## src/rtl/mem_arb_pkg.sv

```systemverilog
// mem_arb_pkg: definitions shared by the memory bus arbiter and its grant selector.
//   arb_state_t       : arbiter FSM states (IDLE, ACCESS, ACK)
//   OWN_CPU / OWN_LDR : owner/winner encodings for requester 0 (CPU) and requester 1 (loader)
//   RDWR_RD / RDWR_WR : encodings for the rdwr direction bit
package mem_arb_pkg;

  typedef enum logic [1:0] {
    IDLE   = 2'd0,
    ACCESS = 2'd1,
    ACK    = 2'd2
  } arb_state_t;

  localparam logic OWN_CPU = 1'b0;
  localparam logic OWN_LDR = 1'b1;

  localparam logic RDWR_RD = 1'b0;
  localparam logic RDWR_WR = 1'b1;

endpackage

```

## src/rtl/mem_arb_pick.sv

```systemverilog
// mem_arb_pick: combinational grant selection between the CPU (m0) and the
// loader/debug port (m1).
//   m0_req, m1_req : current request lines
//   owner          : current or last granted requester
//   any_req        : at least one request is pending
//   winner         : requester to grant when the arbiter is idle
// Build option: define MEM_ARB_RR_EN for round-robin on ties (the requester
// that is not the current owner wins); otherwise m0 has fixed priority.
// A lone requester is always granted directly in both modes.
module mem_arb_pick
  import mem_arb_pkg::*;
(
  input  logic m0_req,
  input  logic m1_req,
  input  logic owner,
  output logic any_req,
  output logic winner
);

  always_comb begin
    any_req = m0_req | m1_req;
    winner  = OWN_CPU;
`ifdef MEM_ARB_RR_EN
    if (m0_req && m1_req) begin
      winner = ~owner;
    end else if (m1_req) begin
      winner = OWN_LDR;
    end
`else
    if (!m0_req && m1_req) begin
      winner = OWN_LDR;
    end
`endif
  end

endmodule

```

## src/rtl/mem_bus_arbiter.sv

```systemverilog
// mem_bus_arbiter: shares one AW x DW memory port between the CPU (m0) and the
// program loader/debug port (m1).
//   clkin, rst            : clock; synchronous active-high reset
//   m0_* / m1_*           : requester ports (req, rdwr, addr, wdata in; ack, rdata out)
//   mem_en, mem_rdwr,
//   mem_addr, mem_wdata   : memory macro controls, stable for the whole access
//   mem_rdata             : memory read data, sampled on the last enabled cycle
//   busy                  : FSM is not IDLE
//   owner                 : current or last granted requester (resets to loader)
// An access runs IDLE -> ACCESS (RD_LAT cycles with mem_en high) -> ACK (one
// cycle, owner's ack high) -> IDLE. Build option MEM_ARB_RR_EN selects
// round-robin arbitration in mem_arb_pick.
module mem_bus_arbiter
  import mem_arb_pkg::*;
#(
  parameter int unsigned AW     = 12,
  parameter int unsigned DW     = 16,
  parameter int unsigned RD_LAT = 1
) (
  input  logic          clkin,
  input  logic          rst,
  input  logic          m0_req,
  input  logic          m0_rdwr,
  input  logic [AW-1:0] m0_addr,
  input  logic [DW-1:0] m0_wdata,
  output logic          m0_ack,
  output logic [DW-1:0] m0_rdata,
  input  logic          m1_req,
  input  logic          m1_rdwr,
  input  logic [AW-1:0] m1_addr,
  input  logic [DW-1:0] m1_wdata,
  output logic          m1_ack,
  output logic [DW-1:0] m1_rdata,
  output logic          mem_en,
  output logic          mem_rdwr,
  output logic [AW-1:0] mem_addr,
  output logic [DW-1:0] mem_wdata,
  input  logic [DW-1:0] mem_rdata,
  output logic          busy,
  output logic          owner
);

  if ((RD_LAT < 1) || (RD_LAT > 15)) begin : g_rd_lat_check
    $error("mem_bus_arbiter: RD_LAT must be within 1..15");
  end

  // The wait counter counts down from RD_LAT-1; reaching zero ends ACCESS.
  localparam logic [3:0] LAT_LOAD = 4'(RD_LAT - 1);

  arb_state_t state;
  arb_state_t state_next;
  logic [3:0] cnt;
  logic       any_req;
  logic       winner;

  mem_arb_pick u_pick (
    .m0_req  (m0_req),
    .m1_req  (m1_req),
    .owner   (owner),
    .any_req (any_req),
    .winner  (winner)
  );

  // State register
  always_ff @(posedge clkin) begin
    if (rst) begin
      state <= IDLE;
    end else begin
      state <= state_next;
    end
  end

  // Next-state logic
  always_comb begin
    state_next = state;
    case (state)
      IDLE:    if (any_req) state_next = ACCESS;
      ACCESS:  if (cnt == '0) state_next = ACK;
      ACK:     state_next = IDLE;
      default: state_next = IDLE;
    endcase
  end

  // Output decode: enable, busy and acks follow directly from the state, so
  // mem_en is high for exactly the RD_LAT ACCESS cycles.
  always_comb begin
    mem_en = 1'b0;
    busy   = 1'b0;
    m0_ack = 1'b0;
    m1_ack = 1'b0;
    case (state)
      ACCESS: begin
        mem_en = 1'b1;
        busy   = 1'b1;
      end
      ACK: begin
        busy   = 1'b1;
        m0_ack = (owner == OWN_CPU);
        m1_ack = (owner == OWN_LDR);
      end
      default: ;
    endcase
  end

  // Grant latch, wait counter and read-data capture
  always_ff @(posedge clkin) begin
    if (rst) begin
      owner     <= OWN_LDR;
      mem_rdwr  <= RDWR_RD;
      mem_addr  <= '0;
      mem_wdata <= '0;
      cnt       <= '0;
      m0_rdata  <= '0;
      m1_rdata  <= '0;
    end else begin
      case (state)
        IDLE: begin
          if (any_req) begin
            owner     <= winner;
            mem_rdwr  <= (winner == OWN_LDR) ? m1_rdwr  : m0_rdwr;
            mem_addr  <= (winner == OWN_LDR) ? m1_addr  : m0_addr;
            mem_wdata <= (winner == OWN_LDR) ? m1_wdata : m0_wdata;
            cnt       <= LAT_LOAD;
          end
        end
        ACCESS: begin
          if (cnt != '0) begin
            cnt <= cnt - 4'd1;
          end else if (mem_rdwr == RDWR_RD) begin
            if (owner == OWN_LDR) begin
              m1_rdata <= mem_rdata;
            end else begin
              m0_rdata <= mem_rdata;
            end
          end
        end
        default: ;
      endcase
    end
  end

endmodule

```

## config.mk

```make
export PLATFORM = sky130hd
export DESIGN_NAME = mem_bus_arbiter
export DESIGN_NICKNAME = d
export VERILOG_FILES = /design/src/rtl/mem_arb_pkg.sv /design/src/rtl/mem_arb_pick.sv /design/src/rtl/mem_bus_arbiter.sv
export SDC_FILE = /design/constraint.sdc
export NUM_CORES = 1
export LEC_CHECK = 0
export CORE_UTILIZATION = 41
export DETAILED_ROUTE_END_ITERATION = 12
export PLACE_DENSITY = 0.84
export SLEW_MARGIN = 20
export SYNTH_ARGS = -nofsm -noshare
export SYNTH_HDL_FRONTEND = slang
export SYNTH_SLANG_ARGS = --single-unit
```

## constraint.sdc

```tcl
create_clock -name clkin -period 2.3 [get_ports clkin]
set_input_delay 0.345 -clock clkin [delete_from_list [all_inputs] [get_ports clkin]]
set_output_delay 0.345 -clock clkin [all_outputs]
set_load 0.01 [all_outputs]
```

==> reports/qor.csv <==
stage;metric;value;unit
synthesis;syn_area_per_cell;10.0;µm²
routing;drc;0;
routing;ant_nets;0;
worst_setup_path;critPathKind;flip-flop to output port;
run;maxCapViolCount;0;
clock_tree;clock_sinks;68;
synthesis;synth-seq-cells;68;
pwr;power.density;722;nW/µm²
worst_setup_path;required;1960;ps
clock_tree;clk_pin_slew;80;ps
sta;rsz0062_at_grt;no;
global_route;grt.total_usage;20.1;%
worst_setup_path;crit_path_end_kind;output port;
worst_setup_path;path_cells;inv_1, ha_2, clkdlybuf4s50_1;
global_route;grt_overflow;0;
worst_setup_path;path_buf_inv;2;
synthesis;synth_area;3100;µm²
sta;relSlewSlack;67.4;%
clock_tree;clk-insertion-delay-late;330;ps
die;coreArea;7290;µm²
global_route;antenna_found_initial;0;
sta;period_share;88.3;%
sta;whs;459;ps
layout;nets;531;
die;num_io_pins;144;
die;num_rows;31;
worst_setup_path;cpMaxStageDelayCell;clkdlybuf4s50_1;
worst_setup_path;crit_cells;3;
worst_setup_path;cp.arrival;1690;ps
routing;drt_iter0_markers;89;
worst_setup_path;cpPeakStageDelay;590;ps
layout;final_cell_count_no_fill;551;
layout;drive_above_1_share;6.86;%
sta;worstMarginPinSlew;488;ps
worst_setup_path;worstSetupStartpointType;flip-flop;
placement;gp_congestion;0.776;
pwr;ir_drop;0.330;mV
synthesis;synthCells;309;
global_route;grt_start_max_net_pins;59;
sta;finalMaxSlewViolations;0;
layout;num_antenna_cells;0;
clock_tree;numCtsBuffers;9;
sta;clock_skew;10.1;ps
worst_setup_path;crit_fanout;14;
synthesis;syn_nets;393;
clock_tree;cts_root_buf;clkbuf_8;
sta;hold_viol;0;
global_route;grt_pass1_wl;12100;µm
clock_tree;tritoncts;done;
synthesis;synth_cell_types;34;
synthesis;synth-seq-area-share;43.9;%
global_route;grt_pass1_vias;2585;
routing;finalWirelength;7520;µm
worst_setup_path;reg2regPathDepth;6;
sta;fin_setup_tns;0;ps
sta;setup_viol_count_final;0;
routing;wl_per_cell;13.7;µm
placement;port_buffers;143;
routing;num_vias;2650;
status;status;finished, final reports clean;
layout;syn2layout_area_growth;56.4;%
die;die_area;7910;µm²
die;initial_core_util;42.5;%
synthesis;yosys_warnings;0;
worst_hold_path;hold_path_depth;2;
sta;finalCriticalPeriod;2030;ps
pwr;p_leak;1.85;nW
die;die_y;89.0;µm
placement;placedCellCount;535;
worst_hold_path;min_path_type;input port to flip-flop;
routing;dr.pass1.iters;4;
worst_setup_path;cpLargestDelayFamily;buffers and inverters;
layout;nFillCells;592;
die;chipWidth;89.0;µm
routing;viasPerCell;4.81;
clock_tree;htree_levels;3;
clock_tree;clock_path_buffers;2;
clock_tree;post_cts_buffers;0;
sta;fmaxAchievable;492;MHz
placement;dp_hpwl;5600;µm
sequential cells by signal (all words and copies together), names as in the netlist:
| name | count |
|---|---|
| m0_rdata | 16 |
| owner | 1 |
| state | 2 |
| mem_rdwr | 1 |
| mem_wdata | 16 |
| mem_addr | 12 |
| m1_rdata | 16 |
| cnt | 4 |
worst register-to-register path, delay by kind of cell, from the launching register on:
| family | cells | cell delay [ps] |
|---|---|---|
| buffers and inverters | 2 | 410 |
| adder cells (fa/ha/maj) | 1 | 160 |
| AND/OR/NAND/NOR | 2 | 750 |
| flip-flops | 1 | 330 |
| multiplexers | 1 | 230 |
logic make-up (layout without fill, tap and decap cells):
kind of cell / count (synthesis) / count (layout) / synth area share (%)
simple gates: 105 / 105 / 20.1
mux: 63 / 63 / 20.3
buf+inv: 26 / 169 / 3.87
compound gates: 41 / 41 / 9.36
flops: 68 / 68 / 43.9
fa+ha+maj: 6 / 6 / 2.42
per-stage QoR:
step	power [mW]	utilization, %	area [µm²]	setup slack [ps]
final	3.50	66.5	4850	269
after global routing	3.70	66.5	4850	161
after CTS	3.53	66.5	4850	127
after detailed placement	2.44	63.4	4620	377
after global placement	2.42	63.4	4620	474
after floorplan	1.91	-	3100	443
cells in the final DEF, fill, tap and decap left out, types with 5 or more instances in the layout:
master,instances
clkbuf_8,9
clkdlybuf4s50_1,142
a211oi_1,31
dfxtp_1,68
ha_1,5
a21oi_1,5
nand2b_1,50
mux2i_1,63
nor2_1,31
cells in the mapped netlist (all sizes together):
cell type	n	area [µm²]
and4b	1	10.0
nand4	2	12.5
or2	1	6.26
nand2b	50	313
buf	8	52.6
and2	1	6.26
mux2i	63	631
or3	1	6.26
a21oi	5	25.0
a211oi	31	233
nor3b	2	20.0
nor2	31	116
ha	6	75.1
a31oi	1	6.26
dfxtp	68	1360
nor3	2	10.0
or4b	1	13.8
nor4b	2	32.5
or3b	2	17.5
o21a	1	7.51
nor2b	5	31.3
clkbuf	14	52.6
o21ai	1	5.00
nand4b	2	17.5
o22ai	1	6.26
nand3	2	10.0
inv	4	15.0
o31ai	1	7.51
area by class of cell:
| class | count | area [µm²] | share of cell area, % |
|---|---|---|---|
| Multi-Input combinational cell | 215 | 1630 | 33.6 |
| Timing Repair Buffer | 149 | 1500 | 30.9 |
| Sequential cell | 68 | 1360 | 28.1 |
| Clock buffer | 9 | 124 | 2.55 |
| Tap cell | 99 | 124 | 2.55 |
| Clock inverter | 7 | 98.8 | 2.04 |
| Inverter | 4 | 15.0 | 0.310 |
routing by layer:
metal | part of all wire (%) | vias to the layer above | global-route usage, %
li1 | - | 1364 | -
met1 | 45 | 1185 | 25.8
met2 | 47 | 95 | 32.4
met3 | 6.8 | 6 | 6.09
met4 | 0.93 | 0 | 6.35
met5 | 0 | - | 0
power breakdown:
part | switching [mW] | internal (mW) | leakage (nW) | total, mW
registers | 0.0882 | 1.32 | 0.558 | 1.41
logic | 0.427 | 0.576 | 1.18 | 1.00
clock network | 0.473 | 0.616 | 0.110 | 1.09
total | 0.988 | 2.51 | 1.85 | 3.50
what timing repair did:
item                       4_1_cts  5_1_grt
hold buffers                     0        0
resized for setup                0        1
setup endpoints to repair        0        1
path summary, 6_finish.rpt:
| path | startpoint | to | slack [ps] |
|---|---|---|---|
| min | rst | cnt[2] | 460 |
| max reg2reg | cnt[0] | m0_rdata[2] | 360 |
| min reg2reg | m1_rdata[12] | m1_rdata[12] | 480 |
| max | state[1] | mem_en | 270 |
Note: power is estimated with default switching activity, not from simulation.
